===== config.mk =====
export PLATFORM = sky130hd
export DESIGN_NAME = draw_scheduler_flat
export DESIGN_NICKNAME = d
export VERILOG_FILES = /design/src/rtl/draw_scheduler_if.sv /design/src/rtl/draw_scheduler.sv /design/src/flat_wrapper.sv
export SDC_FILE = /design/constraint.sdc
export NUM_CORES = 1
export LEC_CHECK = 0
export ABC_AREA = 1
export ABC_CLOCK_PERIOD_IN_PS = 4800
export CAP_MARGIN = 20
export CORE_UTILIZATION = 43
export CTS_CLUSTER_DIAMETER = 120
export DETAILED_ROUTE_END_ITERATION = 7
export GPL_TIMING_DRIVEN = 0
export PLACE_DENSITY_LB_ADDON = 0.08
export SLEW_MARGIN = 20
export SYNTH_ARGS = -nofsm -noshare
export SYNTH_HDL_FRONTEND = slang
export SYNTH_SLANG_ARGS = --single-unit
export TNS_END_PERCENT = 50

===== constraint.sdc =====
create_clock -name clk -period 4.8 [get_ports clk]
set_clock_uncertainty 0.2 [all_clocks]
set_input_delay 0.96 -clock clk [delete_from_list [all_inputs] [get_ports clk]]
set_output_delay 0.96 -clock clk [all_outputs]
set_load 0.005 [all_outputs]

===== src/rtl/draw_scheduler_if.sv =====
// Frame sequencer <-> client/VGA bundle: control pulses, three client pixel streams, muxed VGA output, status.
// Latency: none; this is a plain signal bundle with no logic.
// Backpressure: none; start/done pulses carry all flow control between sequencer and clients.
//
// Ports (by modport):
//   master : the sequencer. Inputs are frame_tick, game_over, *_done and the client pixels.
//            Outputs are *_start, grant, vga_*, update_en, busy, timeout_flag and overrun_cnt.
//   slave  : the environment (clients, VGA adapter, game logic), with the same signals reversed.
interface draw_scheduler_if #(
    parameter int X_W   = 8,
    parameter int Y_W   = 7,
    parameter int COL_W = 3
);
    // Frame control and client completion pulses
    logic             frame_tick;
    logic             game_over;
    logic             bg_done;
    logic             wall_done;
    logic             bird_done;

    // Client pixel streams
    logic [X_W-1:0]   bg_x;
    logic [Y_W-1:0]   bg_y;
    logic [COL_W-1:0] bg_col;
    logic             bg_plot;
    logic [X_W-1:0]   wall_x;
    logic [Y_W-1:0]   wall_y;
    logic [COL_W-1:0] wall_col;
    logic             wall_plot;
    logic [X_W-1:0]   bird_x;
    logic [Y_W-1:0]   bird_y;
    logic [COL_W-1:0] bird_col;
    logic             bird_plot;

    // Sequencer outputs
    logic             bg_start;
    logic             wall_start;
    logic             bird_start;
    logic [2:0]       grant;
    logic [X_W-1:0]   vga_x;
    logic [Y_W-1:0]   vga_y;
    logic [COL_W-1:0] vga_col;
    logic             vga_plot;
    logic             update_en;
    logic             busy;
    logic             timeout_flag;
    logic [7:0]       overrun_cnt;

    modport master (
        input  frame_tick, game_over, bg_done, wall_done, bird_done,
        input  bg_x, bg_y, bg_col, bg_plot,
        input  wall_x, wall_y, wall_col, wall_plot,
        input  bird_x, bird_y, bird_col, bird_plot,
        output bg_start, wall_start, bird_start, grant,
        output vga_x, vga_y, vga_col, vga_plot,
        output update_en, busy, timeout_flag, overrun_cnt
    );

    modport slave (
        output frame_tick, game_over, bg_done, wall_done, bird_done,
        output bg_x, bg_y, bg_col, bg_plot,
        output wall_x, wall_y, wall_col, wall_plot,
        output bird_x, bird_y, bird_col, bird_plot,
        input  bg_start, wall_start, bird_start, grant,
        input  vga_x, vga_y, vga_col, vga_plot,
        input  update_en, busy, timeout_flag, overrun_cnt
    );
endinterface


===== src/rtl/draw_scheduler.sv =====
// Per-frame sequencer (background -> walls -> bird -> update) that arbitrates the single VGA plot port.
// Latency: a start pulse follows 1 cycle after frame_tick or after the previous done; the pixel mux has zero latency.
// Backpressure: none; a frame_tick that arrives while busy is dropped and counted in overrun_cnt.
//
// Ports:
//   clk          system clock
//   resetn       synchronous active-low reset; clients must share it
//   bus.master   frame_tick/game_over/*_done/client pixels in;
//                *_start, grant, vga_*, update_en, busy, timeout_flag, overrun_cnt out
module draw_scheduler #(
    parameter int X_W         = 8,
    parameter int Y_W         = 7,
    parameter int COL_W       = 3,
    parameter int TIMEOUT_CYC = 65535
) (
    input  logic            clk,
    input  logic            resetn,
    draw_scheduler_if.master bus
);

    typedef enum logic [2:0] {
        IDLE   = 3'd0,
        BG     = 3'd1,
        WALL   = 3'd2,
        BIRD   = 3'd3,
        UPDATE = 3'd4
    } state_t;

    // The phase counter starts at 0 in the phase's first cycle.
    // Firing at TIMEOUT_CYC-1 therefore gives each phase exactly TIMEOUT_CYC cycles.
    localparam logic [15:0] PHASE_LAST = 16'(TIMEOUT_CYC - 1);

    state_t      state;
    state_t      state_n;
    logic        first_q;         // high during the first cycle of any state
    logic [15:0] phase_cnt;
    logic        bg_start_q;
    logic        wall_start_q;
    logic        bird_start_q;
    logic        update_q;
    logic        timeout_q;
    logic [7:0]  overrun_q;

    logic        done_sel;        // done from the granted client, first cycle excluded
    logic        phase_expired;
    logic        timeout_hit;
    logic        entering;

    // ---------------------------------------------------------------------
    // Next-state logic
    // ---------------------------------------------------------------------
    always_comb begin
        state_n       = state;
        done_sel      = 1'b0;
        timeout_hit   = 1'b0;
        phase_expired = (phase_cnt == PHASE_LAST);

        // Only the granted client's done is looked at.
        // A done in the start cycle is treated as stale and ignored.
        case (state)
            BG:      done_sel = bus.bg_done   && !first_q;
            WALL:    done_sel = bus.wall_done && !first_q;
            BIRD:    done_sel = bus.bird_done && !first_q;
            default: done_sel = 1'b0;
        endcase

        case (state)
            IDLE: begin
                if (bus.frame_tick) state_n = BG;
            end
            BG: begin
                if (done_sel || phase_expired) begin
                    state_n     = WALL;
                    timeout_hit = !done_sel;
                end
            end
            WALL: begin
                if (done_sel || phase_expired) begin
                    state_n     = BIRD;
                    timeout_hit = !done_sel;
                end
            end
            BIRD: begin
                if (done_sel || phase_expired) begin
                    state_n     = UPDATE;
                    timeout_hit = !done_sel;
                end
            end
            UPDATE:  state_n = IDLE;
            default: state_n = IDLE;
        endcase

        entering = (state_n != state);
    end

    // ---------------------------------------------------------------------
    // State and registered outputs
    // ---------------------------------------------------------------------
    always_ff @(posedge clk) begin
        if (!resetn) begin
            state        <= IDLE;
            first_q      <= 1'b0;
            phase_cnt    <= '0;
            bg_start_q   <= 1'b0;
            wall_start_q <= 1'b0;
            bird_start_q <= 1'b0;
            update_q     <= 1'b0;
            timeout_q    <= 1'b0;
            overrun_q    <= '0;
        end else begin
            state        <= state_n;
            first_q      <= entering;
            phase_cnt    <= (entering || state == IDLE) ? 16'd0 : phase_cnt + 16'd1;
            bg_start_q   <= entering && (state_n == BG);
            wall_start_q <= entering && (state_n == WALL);
            bird_start_q <= entering && (state_n == BIRD);
            // game_over is sampled on the way into UPDATE; the frame itself is always drawn.
            update_q     <= entering && (state_n == UPDATE) && !bus.game_over;
            timeout_q    <= timeout_q | timeout_hit;
            // Any tick outside IDLE, the UPDATE cycle included, is a lost frame.
            if (bus.frame_tick && state != IDLE && overrun_q != 8'hFF)
                overrun_q <= overrun_q + 8'd1;
        end
    end

    // ---------------------------------------------------------------------
    // Grant and pixel mux (combinational from state)
    // ---------------------------------------------------------------------
    logic [2:0]       grant_c;
    logic [X_W-1:0]   mux_x;
    logic [Y_W-1:0]   mux_y;
    logic [COL_W-1:0] mux_col;
    logic             mux_plot;

    always_comb begin
        grant_c  = 3'b000;
        mux_x    = '0;
        mux_y    = '0;
        mux_col  = '0;
        mux_plot = 1'b0;
        case (state)
            BG: begin
                grant_c  = 3'b001;
                mux_x    = bus.bg_x;
                mux_y    = bus.bg_y;
                mux_col  = bus.bg_col;
                mux_plot = bus.bg_plot;
            end
            WALL: begin
                grant_c  = 3'b010;
                mux_x    = bus.wall_x;
                mux_y    = bus.wall_y;
                mux_col  = bus.wall_col;
                mux_plot = bus.wall_plot;
            end
            BIRD: begin
                grant_c  = 3'b100;
                mux_x    = bus.bird_x;
                mux_y    = bus.bird_y;
                mux_col  = bus.bird_col;
                mux_plot = bus.bird_plot;
            end
            default: ;
        endcase
    end

    assign bus.grant        = grant_c;
    assign bus.vga_x        = mux_x;
    assign bus.vga_y        = mux_y;
    assign bus.vga_col      = mux_col;
    assign bus.vga_plot     = mux_plot;
    assign bus.bg_start     = bg_start_q;
    assign bus.wall_start   = wall_start_q;
    assign bus.bird_start   = bird_start_q;
    assign bus.update_en    = update_q;
    assign bus.busy         = (state != IDLE);
    assign bus.timeout_flag = timeout_q;
    assign bus.overrun_cnt  = overrun_q;

endmodule


===== src/flat_wrapper.sv =====
// flat-port wrapper written by rule: the top's interface ports become plain ports
module draw_scheduler_flat 
#(
    parameter int X_W         = 8,
    parameter int Y_W         = 7,
    parameter int COL_W       = 3,
    parameter int TIMEOUT_CYC = 65535
)
  (clk, resetn, bus_frame_tick, bus_game_over, bus_bg_done, bus_wall_done, bus_bird_done, bus_bg_x, bus_bg_y, bus_bg_col, bus_bg_plot, bus_wall_x, bus_wall_y, bus_wall_col, bus_wall_plot, bus_bird_x, bus_bird_y, bus_bird_col, bus_bird_plot, bus_bg_start, bus_wall_start, bus_bird_start, bus_grant, bus_vga_x, bus_vga_y, bus_vga_col, bus_vga_plot, bus_update_en, bus_busy, bus_timeout_flag, bus_overrun_cnt);
  draw_scheduler_if #(.X_W(X_W), .Y_W(Y_W), .COL_W(COL_W)) bus_i ();
  input  logic clk;
  input  logic resetn;
  input wire logic [$bits(bus_i.frame_tick)-1:0] bus_frame_tick;
  input wire logic [$bits(bus_i.game_over)-1:0] bus_game_over;
  input wire logic [$bits(bus_i.bg_done)-1:0] bus_bg_done;
  input wire logic [$bits(bus_i.wall_done)-1:0] bus_wall_done;
  input wire logic [$bits(bus_i.bird_done)-1:0] bus_bird_done;
  input wire logic [$bits(bus_i.bg_x)-1:0] bus_bg_x;
  input wire logic [$bits(bus_i.bg_y)-1:0] bus_bg_y;
  input wire logic [$bits(bus_i.bg_col)-1:0] bus_bg_col;
  input wire logic [$bits(bus_i.bg_plot)-1:0] bus_bg_plot;
  input wire logic [$bits(bus_i.wall_x)-1:0] bus_wall_x;
  input wire logic [$bits(bus_i.wall_y)-1:0] bus_wall_y;
  input wire logic [$bits(bus_i.wall_col)-1:0] bus_wall_col;
  input wire logic [$bits(bus_i.wall_plot)-1:0] bus_wall_plot;
  input wire logic [$bits(bus_i.bird_x)-1:0] bus_bird_x;
  input wire logic [$bits(bus_i.bird_y)-1:0] bus_bird_y;
  input wire logic [$bits(bus_i.bird_col)-1:0] bus_bird_col;
  input wire logic [$bits(bus_i.bird_plot)-1:0] bus_bird_plot;
  output wire logic [$bits(bus_i.bg_start)-1:0] bus_bg_start;
  output wire logic [$bits(bus_i.wall_start)-1:0] bus_wall_start;
  output wire logic [$bits(bus_i.bird_start)-1:0] bus_bird_start;
  output wire logic [$bits(bus_i.grant)-1:0] bus_grant;
  output wire logic [$bits(bus_i.vga_x)-1:0] bus_vga_x;
  output wire logic [$bits(bus_i.vga_y)-1:0] bus_vga_y;
  output wire logic [$bits(bus_i.vga_col)-1:0] bus_vga_col;
  output wire logic [$bits(bus_i.vga_plot)-1:0] bus_vga_plot;
  output wire logic [$bits(bus_i.update_en)-1:0] bus_update_en;
  output wire logic [$bits(bus_i.busy)-1:0] bus_busy;
  output wire logic [$bits(bus_i.timeout_flag)-1:0] bus_timeout_flag;
  output wire logic [$bits(bus_i.overrun_cnt)-1:0] bus_overrun_cnt;
  assign bus_i.frame_tick = bus_frame_tick;
  assign bus_i.game_over = bus_game_over;
  assign bus_i.bg_done = bus_bg_done;
  assign bus_i.wall_done = bus_wall_done;
  assign bus_i.bird_done = bus_bird_done;
  assign bus_i.bg_x = bus_bg_x;
  assign bus_i.bg_y = bus_bg_y;
  assign bus_i.bg_col = bus_bg_col;
  assign bus_i.bg_plot = bus_bg_plot;
  assign bus_i.wall_x = bus_wall_x;
  assign bus_i.wall_y = bus_wall_y;
  assign bus_i.wall_col = bus_wall_col;
  assign bus_i.wall_plot = bus_wall_plot;
  assign bus_i.bird_x = bus_bird_x;
  assign bus_i.bird_y = bus_bird_y;
  assign bus_i.bird_col = bus_bird_col;
  assign bus_i.bird_plot = bus_bird_plot;
  assign bus_bg_start = bus_i.bg_start;
  assign bus_wall_start = bus_i.wall_start;
  assign bus_bird_start = bus_i.bird_start;
  assign bus_grant = bus_i.grant;
  assign bus_vga_x = bus_i.vga_x;
  assign bus_vga_y = bus_i.vga_y;
  assign bus_vga_col = bus_i.vga_col;
  assign bus_vga_plot = bus_i.vga_plot;
  assign bus_update_en = bus_i.update_en;
  assign bus_busy = bus_i.busy;
  assign bus_timeout_flag = bus_i.timeout_flag;
  assign bus_overrun_cnt = bus_i.overrun_cnt;
  draw_scheduler #(.X_W(X_W), .Y_W(Y_W), .COL_W(COL_W), .TIMEOUT_CYC(TIMEOUT_CYC)) u_core (.clk(clk), .resetn(resetn), .bus(bus_i));
endmodule

# After elaboration in Yosys (flattened, before gate mapping)
# Cells that the tools add are included.
[word_totals]
register_bits = 33
wordCells = 55
output_inout_bits = 36
[op_classes]
bitwise = 2
n_eq_ne = 10
n_mux = 13
n_reduce_logical = 19
add_sub_neg = 2
[op_table]
columns = ["cell", "count"]
rows = [
  ["one-hot mux 8 bit (3 select lines)", 1],
  ["one-hot mux 7 bit (3 select lines)", 1],
  ["one-hot mux 3 bit (3 select lines)", 2],
  ["adder 16 x 1 -> 16 bit, second input constant", 1],
  ["equality test 16 bit, second input constant", 1],
  ["equality test 3 x 2 -> 1 bit, second input constant", 4],
  ["two-way mux 3 bit", 4],
  ["one-hot mux 3 bit (4 select lines)", 1],
  ["logical AND 1 bit", 10],
  ["adder 8 x 1 -> 8 bit, second input constant", 1],
  ["!= test 8 bit, second input constant", 1],
  ["equality test 3 x 1 -> 1 bit, second input constant", 2],
  ["one-hot mux 1 bit (3 select lines)", 2],
  ["equality test 3 bit, second input constant", 1],
  ["zero test 1 bit", 3],
  ["zero test 3 bit", 1],
  ["!= test 3 bit", 1],
  ["nonzero test 3 bit", 1],
  ["OR reduction 3 bit", 1],
  ["logical OR 1 bit", 2],
  ["two-way mux 1 bit", 2],
  ["OR reduction 2 bit", 1],
  ["NOT 1 bit", 1],
  ["OR 1 bit", 1],
]

# Longest topological paths before layout
[depth]
word_depth = 9
ltp_mapped = 12

# Least setup slack after synthesis
# No wires, ideal clock.
[synth_path]
path_kind = "input to output"
from = "in bus_bird_col[2]"
to = "out bus_vga_col[2]"
path_slack_ns = 2.449
required_time_ns = 3.640
stages = 2
arrival_ns = 1.191
path_cell_list = "a22oi_1 > nand2_1"
[synth_via]
elab_chain_len = 1
[synth_rtl]
columns = ["item", "line_no", "text"]
rows = [
  ["start, declared", "flat_wrapper.sv:28", "input wire logic [$bits(bus_i.bird_col)-1:0] bus_bird_col;"],
  ["one-hot mux 3 bit (3 select lines)", "draw_scheduler.sv:141", "case (state)"],
  ["end, declared", "flat_wrapper.sv:36", "output wire logic [$bits(bus_i.vga_col)-1:0] bus_vga_col;"],
]
# Every way passes these cells.

# Final worst setup path
[layout_path]
from = "reg u_core.state[2]"
to = "out bus_vga_y[2]"
[layout_via]
elab_chain_len = 2
elab_cells_between_ends = 4
classes_between = "eq/ne (3); mux (1)"
[layout_rtl]
columns = ["item", "line_no", "text"]
rows = [
  ["start, declared", "draw_scheduler.sv:33", "state_t state;"],
  ["start signal, assigned", "draw_scheduler.sv:111", "state <= state_n;"],
  ["equality test 3 x 2 -> 1 bit or equality test 3 x 1 -> 1 bit (tied branches)", "draw_scheduler.sv:141", ""],
  ["one-hot mux 7 bit (3 select lines) *", "draw_scheduler.sv:141", ""],
  ["end, declared", "flat_wrapper.sv:35", "output wire logic [$bits(bus_i.vga_y)-1:0] bus_vga_y;"],
]
# Mark *: on every way between the ends. The rest lies on a longest branch, timed or not.

==> summary.md <==
| Metric | Value |
|---|---|
| Total number of vias | 2154 |
| Post-route ant nets | 0 |
| Average size of a mapped cell | 6.50 µm² |
| Crit-path cells | inv_2, nand2_1, nor2_1, clkbuf_1, a22oi_1, nand2_1, clkdlybuf4s50_1 |
| Flop pwr share | 44.2% |
| Slew @ Worst Pin | 0.441 ns |
| Final-stage net count | 467 |
| Setup TNS | 0 ns |
| Initial DRC Count | 56 |
| Yosys reg bits | 33 |
| Gpl congestion | 0.839 |
| CP Data Arrival Time | 2.15 ns |
| Slowest CP cell | clkdlybuf4s50_1 |
| Antenna fix cells | 0 |
| Chip width | 68.8 µm |
| DR pass1 iterations | 4 |
| DP HPWL | 4270 µm |
| Placed cell count | 443 |
| Die Span Y | 68.8 µm |
| Per-cell routed wire length | 12.1 µm |
| Clock power frac | 33.0% |
| Hold_buf cts | 0 |
| IO buf count | 98 |
| Cell Count, Final, Fillers Out | 450 |
| Post-Synthesis Cells | 295 |
| CTS Buffer Depth | 2 |
| Initial antenna violation count | 0 |
| Int Power | 483 µW |
| Hold Path Class | flop to flop |
| CP bufs+invs | 3 |
| Initial Util | 46.3% |
| Mux cell area share after synthesis | 0% |
| Area grow syn2layout | 58.9% |
| Unrepaired setup endpoints after global routing | false |
| Element type at the critical path start | flop |
| Largest family of logic cells by synthesized area | simple AND/OR/NAND/NOR gates |
| Mapped Nets | 362 |
| Synth Area in Compound Gates | 7.96% |
| Period utilization | 69.0% |
| Post-layout util | 73.6% |
| # H-tree levels | 2 |
| Worst EP required | 3.64 ns |
| Root Buffer | clkbuf_8 |
| Final hold vios | 0 |
| Share of cells above drive strength 1 | 6.75% |
| Global-route wire length before repair | 7920 µm |
| Slew headroom | 70.6% |
| Most used cell, CP | nand2_1 |
| MaxCap Viol Count | 0 |
| Fmax | 302 MHz |
| WL final | 5430 µm |
| Syn Std Cell Area | 1920 µm² |
| Number of fill cells in the layout | 359 |
| Num CTS Buffers | 5 |
| Worst skew pair latency | 0.29 ns |
| Maximum vdd ir drop | 0.214 mV |
| Row count | 23 |
| Crit-path max cell delay | 0.51 ns |
| Count of pins over their slew limit | 0 |
| CTS tree | done |
| Resized cells post-CTS | 0 |
| WS Path Type | flop to output port |
| Core ar. | 4140 µm² |
| Lkg Pwr | 0.00119 µW |
| Residual DRC count | 0 |
| Top delay family on crit path | buffers and inverters |
| Clk sink count | 33 |
| Yosys warnings | 0 |
| Power Dens Cells | 210 nW/µm² |
| Period minus WS final | 3.31 ns |
| Critical path peak fanout | 10 |
| Pin count of the biggest net entering global routing | 11 |
| Synth Area in Adders | 1.96% |
| Vias in the first global route | 1867 |
| Switch Pwr | 157 µW |
| Crit. End Element | output port |
| Post-synthesis simple-gate area fraction | 40.7% |
| Io pins | 100 |
| Total GRT Usage | 22.4% |
| Post-synthesis xor/xnor area fraction | 6.39% |
| Total die area | 4730 µm² |
| Sequential area share after synthesis | 34.4% |
| Outcome | finished clean |
| Total grt overflow | 0 |
| CTS clk-pin slew, worst paths | 0.06 ns |
| Distinct cells, synth | 27 |
| Post-CTS setup buffers | 0 |
| Logic gate share of total power | 22.8% |
| Sw Ratio | 24.5% |
| Via/cell ratio | 4.79 |
| Setup-failing EPs final | 0 |
==> cells by family after synthesis <==
kind of cell,Yosys count
compound gates,25
xor+xnor,14
fa+ha+maj,3
buf+inv,38
flops,33
simple gates,182
==> per-stage QoR <==
| step | hold WS [ns] | setup WS, ns | total power [µW] | area, µm² |
|---|---|---|---|---|
| after global placement | 0.245 | 1.54 | 432 | 2960 |
| after floorplan | 0.230 | 2.45 | 339 | 1920 |
| final | 0.275 | 1.49 | 640 | 3050 |
| after global routing | 0.306 | 1.31 | 667 | 3050 |
| after CTS | 0.282 | 1.46 | 644 | 3050 |
| after detailed placement | 0.267 | 1.54 | 435 | 2960 |
==> per-layer routing <==
layer,track usage [%],routed length [µm],up-vias
met5,0,0,-
met4,8.93,77,0
met3,4.44,194,7
met2,40.6,2910,40
met1,25.6,2240,963
li1,-,-,1144
==> layout make-up <==
| type | instances | area, µm² | share of cell area [%] |
|---|---|---|---|
| flip-flops and latches | 33 | 661 | 21.7 |
| inverters | 29 | 109 | 3.57 |
| multi-input cells | 224 | 1090 | 35.9 |
| plain buffers | 9 | 55.1 | 1.81 |
| well taps | 50 | 62.6 | 2.05 |
| repair buffers | 98 | 981 | 32.2 |
| clock buffers | 7 | 86.3 | 2.83 |
==> synth_stat cells <==
cell	count	share of area (%)
inv_1	27	5.3
inv_2	2	0.39
nor2_2	11	3.6
dfxtp_1	33	34
nor3_1	8	2.1
nand4_1	6	2.0
xnor2_1	4	1.8
nand2_4	1	0.59
nand3_1	22	5.7
clkbuf_1	4	0.78
a22oi_1	7	2.7
nor3b_1	1	0.39
a31oi_1	1	0.33
buf_4	1	0.39
buf_6	2	1.2
a21o_1	1	0.39
o211ai_1	1	0.39
ha_1	3	2.0
a21oi_2	1	0.46
buf_2	2	0.52
nor2_1	40	7.8
nand3_2	1	0.52
o21ai_0	5	1.3
nand2_1	92	18
a21oi_1	8	2.1
xor2_1	10	4.6
o21ai_1	1	0.26
==> state kept, by name, summed over array words and instances, names as in the netlist <==
signal	flops
u_core.first_q	1
u_core.state	3
u_core.bus.bird_start	1
u_core.bus.wall_start	1
u_core.bus.update_en	1
u_core.bus.overrun_cnt	8
u_core.phase_cnt	16
u_core.bus.bg_start	1
u_core.bus.timeout_flag	1
==> worst paths after layout <==
check,from,to,slack [ns],cells after the start
min,u_core.phase_cnt[0],u_core.phase_cnt[0],0.27,1
max reg2reg,u_core.bus.overrun_cnt[1],u_core.bus.overrun_cnt[3],2.83,9
max,u_core.state[2],bus_vga_y[2],1.49,7
min reg2reg,u_core.phase_cnt[0],u_core.phase_cnt[0],0.27,1
==> power by group through the flow <==
| stage | clock network, µW | logic (µW) | registers, µW |
|---|---|---|---|
| after floorplan | 0 | 50.4 | 288 |
| after global placement | 0 | 144 | 289 |
| after detailed placement | 0 | 146 | 289 |
| after CTS | 214 | 147 | 283 |
| after global routing | 224 | 159 | 283 |
| final | 211 | 146 | 283 |
==> layout by cell type, fill, tap and decap left out, types with 2 or more instances in the layout <==
cell / Yosys / layout
o21ai_0: 5 / 5
dfxtp_1: 33 / 33
a21oi_1: 8 / 8
xnor2_1: 4 / 4
a22oi_1: 7 / 7
buf_6: 2 / 2
nand3_1: 22 / 22
nor2_1: 40 / 40
clkbuf_8: 0 / 6
nand2_1: 92 / 92
clkbuf_1: 4 / 5
buf_2: 2 / 2
inv_1: 27 / 27
inv_2: 2 / 2
ha_1: 3 / 3
nand4_1: 6 / 6
xor2_1: 10 / 10
nor3_1: 8 / 8
nor2_2: 11 / 11
clkdlybuf4s50_1: 0 / 98
(Power assumes the default switching activity.)
==> RTL edit: new RTL, config.mk and constraints unchanged <==
`X_W` is set to 8 in 3 places; all go to 6.
--- a/src/rtl/draw_scheduler_if.sv
+++ b/src/rtl/draw_scheduler_if.sv
@@ -8,5 +8,5 @@
 //   slave  : the environment (clients, VGA adapter, game logic), with the same signals reversed.
 interface draw_scheduler_if #(
-    parameter int X_W   = 8,
+    parameter int X_W   = 6,
     parameter int Y_W   = 7,
     parameter int COL_W = 3
--- a/src/rtl/draw_scheduler.sv
+++ b/src/rtl/draw_scheduler.sv
@@ -9,5 +9,5 @@
 //                *_start, grant, vga_*, update_en, busy, timeout_flag, overrun_cnt out
 module draw_scheduler #(
-    parameter int X_W         = 8,
+    parameter int X_W         = 6,
     parameter int Y_W         = 7,
     parameter int COL_W       = 3,
--- a/src/flat_wrapper.sv
+++ b/src/flat_wrapper.sv
@@ -2,5 +2,5 @@
 module draw_scheduler_flat 
 #(
-    parameter int X_W         = 8,
+    parameter int X_W         = 6,
     parameter int Y_W         = 7,
     parameter int COL_W       = 3,
Interface: changed (resized bus_bg_x, bus_bird_x, bus_vga_x and bus_wall_x); port bits go from 100 to 92. No check against the original RTL was run, so the function may have changed too.
==> RTL edit against the original RTL <==
- final area fell by 1.7%
- synthesized cell count fell by 8.1%
- critical endpoint is now bus_vga_x[0]
- synthesized area rose by 1.6%
- power fell by 4.5%
- sequential power barely moved
- wire length fell by 10%
- sequential cell count did not move
- via count fell by 6.6%
- setup slack got worse by 0.16 ns
- first-iteration DRC count fell by 3.6%
- highest routed layer unchanged
==> RTL edit: results (changes against the original RTL) <==
Synth
  – Synthesized Nets: 332 (-8.3%)
  – Syn Area/Cell: 7.19 sq um (+11%)
  – Distinct cells, synth: 33 (+22%)

Placement
  – Gpl congestion: 0.744 (-11%)
  – Final HPWL DP: 3930 microns (-8.0%)
  – Port buffer count: 90 (-8.2%)
  – Dpl cells: 413 (-6.8%)
  – Post-place setup slack: 1.56 ns (+0.0198 ns)
  – Placed instance area: 2920 sq um (-1.6%)

Detailed routing
  – Final wirelength: 4880 microns (-10%)
  – Wl on met1: 2060 microns (-8.1%)
  – Met3 Wirelength: 263 microns (+36%)
  – First drt pass iteration count: 6 (+2)

Die
  – Die ar.: 4810 sq um (+1.6%)

Power
  – Net Switching: 146 uW (-7.0%)
  – Static leakage: 1.21 nW (+1.6%)

Global route
  – GRT met1 Usage: 22.9% (-2.7 points)
  – Global-route usage over all layers: 21.0% (-1.4 points)

Setup path
  – Crit path from: u_core.state[0]
  – CP Capture Point: bus_vga_x[0]

Cells and area
  – Seq/total area: 22.1% (+0.38 points)
  – Post-route insts no fill: 421 (-6.4%)
  – Fill count: 389 (+8.4%)
  – Clk tree area frac: 2.67% (-0.16 points)
  – Bufs w/o clock: 98 (-8.4%)
  – Layout cells sized above 1: 12.5% (+5.7 points)
  – Footprint of the multi-input gates: 1120 sq um (+2.4%)

Timing
  – Final min period: 3.47 ns (+0.164 ns)

Outcome
  – Status: complete, no violations
RTL edit: changes by cell type in the layout (fill, tap and decap cells not counted), sizes merged, moves of 3 or more:
cell / delta
xor2: +3
clkdlybuf4s50: -8
buf: +3
nor2: -7
nor3: -3
nand2: -9
a21oi: -4
clkbuf: -3
RTL edit: kinds of logic (layout without fill, tap and decap cells):
| group | after synthesis | count (layout) |
|---|---|---|
| AO/OA/AOI/OAI | 19 | 19 |
| adder cells (fa/ha/maj) | 3 | 3 |
| flip-flops | 33 | 33 |
| XOR/XNOR | 15 | 15 |
| AND/OR/NAND/NOR | 165 | 165 |
| buffers and inverters | 36 | 134 |
RTL edit: power groups by stage:
stage	logic [mW]	clock network, mW	registers (mW)
6_report	0.134	0.193	0.283
5_1_grt	0.147	0.217	0.283
4_1_cts	0.136	0.205	0.283
3_5_place_dp	0.135	0	0.289
3_3_place_gp	0.134	0	0.289
2_1_floorplan	0.0488	0	0.288
